==> src/rtl/microseq_pkg.sv <==
// Shared encodings and widths for the microsequencer.
package microseq_pkg;

  localparam int unsigned ADDR_W = 6;
  localparam int unsigned WCNT_W = 8;

  typedef enum logic [2:0] {
    NS_INC     = 3'b000,
    NS_JUMP    = 3'b001,
    NS_DECODE  = 3'b010,
    NS_CJUMP   = 3'b011,
    NS_WAIT    = 3'b100,
    NS_CALL    = 3'b101,
    NS_RETURN  = 3'b110,
    NS_RESTART = 3'b111
  } ns_mode_e;

  typedef enum logic [1:0] {
    CS_COND_TRUE = 2'b00,
    CS_MOC       = 2'b01,
    CS_ONE       = 2'b10,
    CS_ZERO      = 2'b11
  } cond_sel_e;

  typedef enum logic {
    ST_RUN  = 1'b0,
    ST_WAIT = 1'b1
  } seq_state_e;

endpackage

==> src/rtl/microseq_cond_mux.sv <==
// Branch condition select with optional inversion (purely combinational).
module microseq_cond_mux (
  input  logic [1:0] cond_sel_i,
  input  logic       inv_i,
  input  logic       cond_true_i,
  input  logic       moc_i,
  output logic       cond_c_o
);
  import microseq_pkg::*;

  logic sel_c;

  always_comb begin
    sel_c = 1'b0;
    case (cond_sel_e'(cond_sel_i))
      CS_COND_TRUE: sel_c = cond_true_i;
      CS_MOC:       sel_c = moc_i;
      CS_ONE:       sel_c = 1'b1;
      CS_ZERO:      sel_c = 1'b0;
      default:      sel_c = 1'b0;
    endcase
  end

  assign cond_c_o = sel_c ^ inv_i;

endmodule

==> src/rtl/microsequencer.sv <==
// Microstore address sequencer with single-level call/return and WAIT state.
// Optional wait timeout to FAULT_ADDR is enabled by defining MICROSEQ_TIMEOUT_EN.
module microsequencer #(
  parameter int unsigned       ADDR_W         = microseq_pkg::ADDR_W,
  parameter logic [ADDR_W-1:0] RESET_ADDR     = '0,
  parameter logic [ADDR_W-1:0] FAULT_ADDR     = ADDR_W'(45),
  parameter int unsigned       TIMEOUT_CYCLES = 15
) (
  input  logic              clk,
  input  logic              reset,
  input  logic [2:0]        ns_ctrl,
  input  logic [1:0]        cond_sel,
  input  logic              inv,
  input  logic [ADDR_W-1:0] cr_addr,
  input  logic [ADDR_W-1:0] dec_addr,
  input  logic              cond_true,
  input  logic              moc,
  input  logic              hold,
  output logic [ADDR_W-1:0] index,
  output logic              waiting,
  output logic              fault
);
  import microseq_pkg::*;

  if (TIMEOUT_CYCLES < 1 || TIMEOUT_CYCLES > 255) begin : g_bad_timeout
    $error("microsequencer: TIMEOUT_CYCLES must be within 1..255");
  end

  ns_mode_e          mode;
  seq_state_e        state_q;
  logic [ADDR_W-1:0] index_q;
  logic [ADDR_W-1:0] ret_addr_q;
  logic              ret_valid_q;
  logic [ADDR_W-1:0] inc_addr;
  logic              cond;
  logic              timeout;

  assign mode     = ns_mode_e'(ns_ctrl);
  assign inc_addr = index_q + ADDR_W'(1);

  microseq_cond_mux u_cond_mux (
    .cond_sel_i  (cond_sel),
    .inv_i       (inv),
    .cond_true_i (cond_true),
    .moc_i       (moc),
    .cond_c_o    (cond)
  );

`ifdef MICROSEQ_TIMEOUT_EN
  localparam logic [WCNT_W-1:0] WCNT_LAST = WCNT_W'(TIMEOUT_CYCLES - 1);

  logic [WCNT_W-1:0] wcnt_q;
  logic              fault_q;

  // Expiry only matters while still waiting on a false condition.
  assign timeout = (state_q == ST_WAIT) && (mode == NS_WAIT) && !cond &&
                   (wcnt_q == WCNT_LAST);

  always_ff @(posedge clk) begin
    if (reset) begin
      wcnt_q  <= '0;
      fault_q <= 1'b0;
    end else if (hold) begin
      fault_q <= 1'b0;
    end else begin
      fault_q <= timeout;
      if ((state_q == ST_WAIT) && (mode == NS_WAIT) && !cond && !timeout)
        wcnt_q <= wcnt_q + WCNT_W'(1);
      else
        wcnt_q <= '0;
    end
  end

  assign fault = fault_q;
`else
  assign timeout = 1'b0;
  assign fault   = 1'b0;
`endif

  // Sequencer FSM: index, return register and RUN/WAIT state.
  always_ff @(posedge clk) begin
    if (reset) begin
      state_q     <= ST_RUN;
      index_q     <= RESET_ADDR;
      ret_addr_q  <= '0;
      ret_valid_q <= 1'b0;
    end else if (!hold) begin
      state_q <= ST_RUN;
      case (mode)
        NS_INC:    index_q <= inc_addr;
        NS_JUMP:   index_q <= cr_addr;
        NS_DECODE: index_q <= dec_addr;
        NS_CJUMP:  index_q <= cond ? cr_addr : inc_addr;
        NS_WAIT: begin
          if (cond) begin
            index_q <= inc_addr;
          end else if (timeout) begin
            index_q <= FAULT_ADDR;
          end else begin
            state_q <= ST_WAIT;
          end
        end
        NS_CALL: begin
          ret_addr_q  <= inc_addr;
          ret_valid_q <= 1'b1;
          index_q     <= cr_addr;
        end
        NS_RETURN: begin
          index_q     <= ret_valid_q ? ret_addr_q : RESET_ADDR;
          ret_valid_q <= 1'b0;
        end
        NS_RESTART: begin
          index_q     <= RESET_ADDR;
          ret_valid_q <= 1'b0;
        end
        default: index_q <= RESET_ADDR;
      endcase
    end
  end

  assign index   = index_q;
  assign waiting = (state_q == ST_WAIT);

endmodule

==> config.mk <==
export PLATFORM = sky130hd
export DESIGN_NAME = microsequencer
export DESIGN_NICKNAME = d
export VERILOG_FILES = /design/src/rtl/microseq_pkg.sv /design/src/rtl/microseq_cond_mux.sv /design/src/rtl/microsequencer.sv
export SDC_FILE = /design/constraint.sdc
export NUM_CORES = 1
export LEC_CHECK = 0
export ABC_AREA = 1
export CELL_PAD_IN_SITES_DETAIL_PLACEMENT = 0
export CELL_PAD_IN_SITES_GLOBAL_PLACEMENT = 1
export CORE_MARGIN = 2
export CORE_UTILIZATION = 30
export DETAILED_ROUTE_END_ITERATION = 10
export GPL_ROUTABILITY_DRIVEN = 0
export PLACE_DENSITY_LB_ADDON = 0.1
export SLEW_MARGIN = 10
export SYNTH_ARGS = -nofsm -noshare
export SYNTH_HDL_FRONTEND = slang
export SYNTH_SLANG_ARGS = --single-unit
==> constraint.sdc <==
create_clock -name clk -period 1.45 [get_ports clk]
set_input_delay 0.2175 -clock clk [delete_from_list [all_inputs] [get_ports clk]]
set_output_delay 0.2175 -clock clk [all_outputs]
set_load 0.1 [all_outputs]
==> run summary, run 1 <==
Status - finished clean
Worst VDD drop - 0.0005594 V
Worst-skew pair later-pin latency - 0.28 ns
DRT Pass-1 Iters - 4
Layout cell share with drive strength beyond 1 - 26.67%
Die X - 58.34 um
Synthesized flop and latch total - 14
Post-layout instance area - 1479 um2
Total track usage - 15.34%
CP required - 1.64 ns
Cell row count - 19
Setup Fix Bufs, Post-CTS - 0
Final min period - 1.350 ns
Final hold viol count - 0
Die height - 58.34 um
Largest net degree at the start of global routing - 9
Switching Fraction - 34.79%
Post-Route WL - 2.540 mm
GRT overflow - 0
CTS Hold Buffers Added - 0
ANT cells - 0
DIE AREA - 3404 um2
Initial antenna violation count - 0
Nets - 205
Drt initial violations - 26
Ys async rst share - 0%
Final setup fails - 0
IO Pins - 31
Clock Power Share - 22.9%
Leak Pwr - 0.7157 nW
HP Class - input port to register
Max Cap Viol - 0
Logic pwr share - 36.0%
Htree depth - 1
Max clock buf depth - 2
Main flop type after synthesis - dfxtp_1
Crit Path Class - input port to register
PostCTS Resize Cnt - 0
Sequential share of the synthesized area - 31.64%
Fin Setup TNS - 0 ns
Fin crit share - 93.10%
TritonCTS clock tree - done
Post-synthesis net count - 159
Pre-CTS WS - -0.2663 ns
Sequential share of power - 41.2%
Final Worst Setup Slack - 0.1000 ns
Startpoint Class - input port
Pins Over Slew Limit - 0
Post-synth EDFFs - 0
Util after Layout - 53.17%
CP Capture Type - register
Post-synth cell types - 26
Yosys warning count - 0
Unrepaired setup endpoints after global routing - true
Syn Inst Count - 135
Final ANT Viol Nets - 0
Via/cell ratio - 4.730
Vias in the first global route - 945
Initial Util - 31.85%
CTS Buf Count - 3
Syn avg cell area - 6.562 um2
Total core area - 2781 um2
Pwr/cell area - 694.6 nW/um2
Detailed Place HPWL - 2.065 mm
Min Hold Slack - 0.4161 ns
Worst-path clk slew - 0.08 ns
Mapped Area - 885.9 um2
CTS Root Cell - clkbuf_4
Sw power - 0.3574 mW
Number of port buffers - 29
Fmax - 740.8 MHz
Layout area overhead - 66.95%
First-pass GRT wire length - 3.946 mm
WP data arrival - 1.54 ns
CP max FO - 3
Internal power - 0.6698 mW
TritonCTS Sinks - 14
DP Area - 1388 um2
Clock skew - 0.004920 ns
Post-DR wirelength/cell - 12.04 um
DRC - 0
Vias - 998
==> registers in the layout, indices dropped and copies added (netlist names) <==
| signal | cells |
|---|---|
| waiting | 1 |
| index | 6 |
| ret_valid_q | 1 |
| ret_addr_q | 6 |
==> layout by cell type (no fill, tap or decap) <==
cell,Yosys,final
a21oi_1,5,5
a21oi_4,1,1
a22oi_1,5,5
a31oi_1,1,1
buf_12,0,7
buf_4,2,13
buf_6,0,1
clkbuf_1,0,1
clkbuf_4,0,3
clkdlybuf4s50_1,0,19
conb_1,1,1
dfxtp_1,14,8
dfxtp_2,0,4
dfxtp_4,0,2
dlymetal6s2s_1,0,3
ha_1,1,1
inv_1,16,15
inv_2,1,2
nand2_1,41,38
nand2_2,3,4
nand2_4,0,2
nand3_1,14,13
nand3_2,1,1
nand3_4,0,1
nand4_1,2,2
nor2_1,11,10
nor2_2,1,2
nor3_4,1,2
o21a_1,1,1
o21ai_0,5,5
o21ai_1,1,1
o31ai_1,1,1
or2_2,1,1
xnor2_2,0,1
xor2_1,3,2
xor2_2,0,1
==> cell usage after synthesis, types with 2 or more instances <==
cell type | number | area, um2
nand2_1 | 41 | 153.9
inv_1 | 16 | 60.06
dfxtp_1 | 14 | 280.3
nand3_1 | 14 | 70.07
nor2_1 | 11 | 41.29
a21oi_1 | 5 | 25.02
a22oi_1 | 5 | 37.54
o21ai_0 | 5 | 25.02
nand2_2 | 3 | 18.77
xor2_1 | 3 | 26.28
buf_4 | 2 | 15.01
nand4_1 | 2 | 12.51
==> worst paths after layout <==
path                                 start  endpoint  slack [ns]  cells past startpoint
worst max-delay path            ns_ctrl[0]  index[0]        0.10                     11
worst min-delay path            ns_ctrl[1]  index[0]        0.42                      6
worst max register to register    index[0]  index[5]        0.13                      8
worst min register to register    index[5]  index[5]        0.47                      2
==> cells by family (layout without fill, tap and decap cells) <==
kind of cell	after synthesis	count (layout)	synth area share, %
adder cells (fa/ha/maj)	1	1	1.412
AND/OR/NAND/NOR	76	76	38.99
AO/OA/AOI/OAI	20	20	14.69
other	1	1	0.4233
flip-flops	14	14	31.64
buffers and inverters	19	64	8.898
XOR/XNOR	4	4	3.956
==> worst max-delay path, stage by stage <==
cell and delay (ns):
clkdlybuf4s50_1 0.50, inv_2 0.07, nand2_1 0.09, nor2_1 0.07, buf_4 0.15, nand2_1 0.05, nand3_1 0.06, a31oi_1 0.15
nand2_1 0.08, nand2_1 0.06, nand2_1 0.05
==> per-stage QoR <==
step / power [mW] / instances
global route: 1.082 / 211
global placement: 0.7834 / 207
floorplan: 0.6157 / 135
CTS: 1.029 / 211
finish: 1.027 / 211
detailed placement: 0.7865 / 207
==> cell type report <==
type                    instances  area (um2)
inverters                      17       63.81
flip-flops and latches         14       292.8
well taps                      31       38.79
clock buffers                   4       26.28
repair buffers                 43       476.7
fillers                       283        1303
multi-input cells             102       580.6
==> metal layers <==
| metal | vias to the layer above | share of wire (%) | track usage (%) |
|---|---|---|---|
| met5 | - | 0 | 0 |
| li1 | 526 | - | - |
| met3 | 6 | 5.0 | 1.538 |
| met1 | 442 | 43 | 17.96 |
| met2 | 24 | 50 | 27.45 |
| met4 | 0 | 1.6 | 7.973 |
==> power groups by stage <==
stage	clock network, mW	registers (mW)	logic [mW]
finish	0.235	0.423	0.370
global route	0.262	0.426	0.394
CTS	0.250	0.422	0.357
floorplan	0	0.504	0.112
global placement	0	0.430	0.353
detailed placement	0	0.431	0.356
(Power assumes the default switching activity.)
==> inputs of run 2 (changes only) <==
==> constraint.sdc (replaced) <==
create_clock -name clk -period 1.4 [get_ports clk]
set_input_delay 0.21 -clock clk [delete_from_list [all_inputs] [get_ports clk]]
set_output_delay 0.21 -clock clk [all_outputs]
set_load 0.1 [all_outputs]
==> run 2 against run 1 <==
  * Final area rose by 1.2%
  * Sequential share of layout area fell by 0.065 points
  * Routed wire length rose by 2.3%
  * Via count rose by 0.30%
  * Setup slack got worse by 0.013 ns
  * Clock power rose by 8%
  * Final cell count did not move
  * Global-route usage rose by 1.0 points
  * Register-to-register slack got worse by 0.04 ns
==> run summary, run 2 (synthesis results as in run 1) <==
Layout area overhead - 68.93%
Max Cap Viol - 0
CP Buf/Inv Count - 0
FF+latch area - 295.3 um2
DRT Pass-1 Iters - 4
Final Worst Setup Slack - 0.08702 ns
Max Used Layer - met4
CP required - 1.63 ns
First-pass GRT wire length - 4.243 mm
CP most frequent cell - nand2_1
Final setup fails - 0
Clock skew - 0.005315 ns
Clock Power Share - 23.6%
CP max FO - 3
ANT cells - 0
Layout fillers - 287
Slowest stage delay, CP - 0.36 ns
CP Capture Type - register
GRT overflow - 0
Startpoint Class - register
Setup Fix Bufs, Post-CTS - 0
Pre-CTS WS - -0.2909 ns
CTS Buf Count - 3
Commonest non-fill, non-tap cell in the layout - nand2_1
Pins Over Slew Limit - 0
IO Pins - 31
Worst VDD drop - 0.0005605 V
Crit-path slowest cell - dfxtp_4
DRC - 0
Internal reg-to-reg setup slack - 0.09 ns
Reg-to-Reg Start - index[0]
WP data arrival - 1.55 ns
Fin crit share - 93.78%
Number of port buffers - 29
Initial Util - 31.85%
Switching Fraction - 35.46%
Final ANT Viol Nets - 0
Util after Layout - 53.80%
Metal3 WL - 137 um
Cell family with most CP delay - simple AND/OR/NAND/NOR gates
Max clock buf depth - 2
Worst-path clk slew - 0.09 ns
Commonest cells after routing, fill and taps aside - nand2_1 (37), clkdlybuf4s50_1 (19), inv_1 (15), buf_4 (13), nand3_1 (12)
Post-DR wirelength/cell - 12.31 um
Logic pwr share - 36.0%
PostCTS Resize Cnt - 0
Layout cell share with drive strength beyond 1 - 27.78%
Drt initial violations - 29
Post-Route WL - 2.598 mm
Detailed Place HPWL - 2.050 mm
Post-Layout Cell Count - 211
Total track usage - 16.36%
Unrepaired setup endpoints after global routing - true
Total power - 1.078 mW
CP cell instances - ha_1 > xnor2_2 > or2_2 > nand4_1 > nand2_1 > nand2_1
HP Start - ns_ctrl[1]
Sw power - 0.3824 mW
Initial antenna violation count - 0
Internal power - 0.6958 mW
TritonCTS clock tree - done
Leak Pwr - 0.7109 nW
Die X - 58.34 um
Largest net degree at the start of global routing - 9
HP Class - input port to register
Die height - 58.34 um
Reg2Reg Depth - 6
Sequential share of power - 40.4%
DP Cell Count - 207
Crit Path Class - register to register
Htree depth - 1
CTS Hold Buffers Added - 0
Cell row count - 19
Final hold viol count - 0
Pwr/cell area - 720.5 nW/um2
Status - finished clean
Total core area - 2781 um2
Area taken by multi-input logic gates - 595.6 um2
Vias in the first global route - 955
Worst hold endpoint - index[0]
Cell depth of the worst hold path - 6
DIE AREA - 3404 um2
TritonCTS Sinks - 14
Final min period - 1.313 ns
FF-to-FF End - index[2]
Min Hold Slack - 0.4037 ns
CTS Root Cell - clkbuf_4
Via/cell ratio - 4.744
Fmax - 761.6 MHz
Nets - 205
WL met2 - 1.295 mm
Vias - 1001
Worst-skew pair later-pin latency - 0.29 ns
M1 wire length - 1.124 mm
[run 2: through the flow]
stage | TNS (ns) | instance area [um2]
2_1_floorplan | -0.01158 | 900.9
3_3_place_gp | -3.259 | 1390
3_5_place_dp | -3.213 | 1390
4_1_cts | 0 | 1416
5_1_grt | -0.03491 | 1496
6_report | 0 | 1496
[run 2: power by group through the flow]
stage / Sequential [mW] / Combinational [mW] / Clock [mW]
2_1_floorplan: 0.521 / 0.116 / 0
3_3_place_gp: 0.442 / 0.371 / 0
3_5_place_dp: 0.443 / 0.372 / 0
4_1_cts: 0.434 / 0.373 / 0.259
5_1_grt: 0.438 / 0.417 / 0.279
6_report: 0.436 / 0.388 / 0.254
[run 2: how the worst max path moves through the flow]
stage / to / from / slack (ns) / depth (start not counted)
floorplan: index[4] / index[1] / -0.01 / 8
global placement: index[5] / cond_sel[1] / -0.29 / 12
detailed placement: index[2] / cond_sel[1] / -0.29 / 12
CTS: index[4] / cond_sel[1] / 0.01 / 11
global route: index[3] / moc / -0.02 / 10
finish: index[2] / index[0] / 0.09 / 6
[run 2: layout make-up]
cell class,instances,area share (%)
Multi-Input combinational cell,102,39.80
Timing Repair Buffer,43,31.86
Clock buffer,4,1.756
Sequential cell,14,19.73
Tap cell,31,2.592
Inverter,17,4.264
[run 2: layer usage]
metal	vias to the layer above	global-route usage (%)
li1	525	-
met1	444	20.71
met2	28	27.61
met3	4	2.418
met4	0	6.977
met5	-	0
[run 2: tightest hold or removal path: stages]
cell and delay (ns):
dlymetal6s2s_1 0.16, nand2_1 0.08, nand2_1 0.06, nand2_1 0.06, nand2_1 0.05, nand2_1 0.04
==> inputs of run 3 (changes only) <==
--- a/config.mk
+++ b/config.mk
@@ -17,3 +17,4 @@
 export SYNTH_ARGS = -nofsm -noshare
 export SYNTH_HDL_FRONTEND = slang
 export SYNTH_SLANG_ARGS = --single-unit
+export TNS_END_PERCENT = 100
==> results of run 3 <==
Final layout, timing and power as in run 2 (identical DEF).
==> variant: new RTL, flow settings as in run 2 <==
Add a define of `MICROSEQ_TIMEOUT_EN`.
--- a/src/rtl/microsequencer.sv
+++ b/src/rtl/microsequencer.sv
@@ -1,5 +1,7 @@
 // Microstore address sequencer with single-level call/return and WAIT state.
 // Optional wait timeout to FAULT_ADDR is enabled by defining MICROSEQ_TIMEOUT_EN.
+`define MICROSEQ_TIMEOUT_EN
+
 module microsequencer #(
   parameter int unsigned       ADDR_W         = microseq_pkg::ADDR_W,
   parameter logic [ADDR_W-1:0] RESET_ADDR     = '0,
Formal check against the unedited RTL: same outputs for any inputs over 10 cycles, from zero or initial values and one cycle with reset high; that may be too few to reach the edited logic, so the function may still have changed.
==> variant against run 2 <==
- the flow now finishes with violations (setup timing)
- clock power increased by 66%
- sequential cell count rose by 9
- global-route usage fell by 0.23 points
- largest power group unchanged
- total power is 55% higher
- design area grew 64%
- die area is 69% higher
- sequential share of layout area is 0.054 points higher
- worst setup slack got worse by 0.095 ns
- critical path type unchanged
- non-clock buffer count increased by 22
- area after synthesis rose by 75%
- wire length rose by 72%
==> variant: results (changes against run 2) <==
| Metric | Value |
|---|---|
| Synth Area in Compound Gates | 7.984% (-6.7 points) |
| WHS | 0.4784 ns (+0.07468 ns) |
| Status | finished, violations left |
| Failing checks | setup timing |
| Leak | 1.110 nW (+56%) |
| Final Setup Violations | 3 (+3) |
| CP arrival | 1.57 ns (+0.02 ns) |
| Via/cell ratio | 4.437 (-6.5%) |
| Fillcell total | 548 (+91%) |
| Post-Layout Cell Count | 389 (+84%) |
| Final worst setup slack | -0.007696 ns (-0.09471 ns) |
| HP Start | hold |
| Area contributors post-synth | dfxtp_1, nand2_1, nor2_1 |
| Most frequent cells after synthesis | nand2_1, nor2_1, inv_1 |
| Post-synthesis adder-cell area fraction | 2.419% (+1.0 points) |
| Worst Path Max Fanout | 7 (+4) |
| 1st-iter DRT viols | 55 (+90%) |
| Post-Route M1 WL | 2197 um (+95%) |
| Total negative slack | -0.01015 ns (-0.01015 ns) |
| R2R Path End | index[0] |
| Clock root buffer | clkbuf_8 |
| Drt wl/cell | 11.46 um (-6.9%) |
| Total GRT Usage | 16.13% (-0.23 points) |
| Worst hold path endpoint | waiting |
| Pin count of the biggest net entering global routing | 14 (+5) |
==> variant: cell count changes after synthesis, sizes merged, moves of 3 or more <==
| cell | before | now |
|---|---|---|
| inv | 17 | 37 |
| nand3 | 15 | 33 |
| dfxtp | 14 | 23 |
| nor3 | 2 | 5 |
| a22oi | 5 | 0 |
| a21oi | 6 | 11 |
| nand2 | 44 | 72 |
| nor2 | 12 | 44 |
==> variant: final cells by class <==
cell class	count	area [sq um]	area share [%]
Timing Repair Buffer	65	640.6	26.04
Multi-Input combinational cell	190	1060	43.08
Clock inverter	1	5.005	0.2035
Tap cell	70	87.58	3.561
Inverter	37	138.9	5.646
Clock buffer	3	41.29	1.679
Sequential cell	23	486.7	19.79
==> variant: worst max path at each step <==
stage,start,endpoint,slack [ns]
floorplan,index[0],index[4],-0.03
global placement,cond_sel[1],index[3],-0.40
detailed placement,cond_sel[1],index[3],-0.38
CTS,wcnt_q[0],index[2],-0.03
global route,wcnt_q[0],index[0],-0.15
finish,wcnt_q[0],index[0],-0.008
==> variant: per-layer routing <==
metal  up-vias  global-route usage, %
li1        933                      -
met1       766                  21.56
met2        21                  27.77
met3         6                  1.548
met4         0                  4.545
met5         -                      0
==> variant: report_power, final <==
group / leakage [nW] / switching (W) / internal, W / total, W
Clock: 0.0255 / 0.000223 / 0.000199 / 0.000422
Combinational: 0.892 / 0.000314 / 0.000229 / 0.000543
Sequential: 0.192 / 0.0000344 / 0.000675 / 0.000709
==> variant: timing repair <==
action	in CTS	in global routing
gates resized for setup	30	10
hold buffers	0	0
pin swaps	15	12
hold endpoints to repair	0	0
setup endpoints to repair	20	15
buffers inserted	1	0
==> variant: worst max-delay path, delay by kind of cell, from the launching register on <==
kind            cells  cell delay, ns
flops               1            0.33
compound gates      1            0.24
simple gates        5            0.51
buf+inv             2            0.10
fa+ha+maj           1            0.12
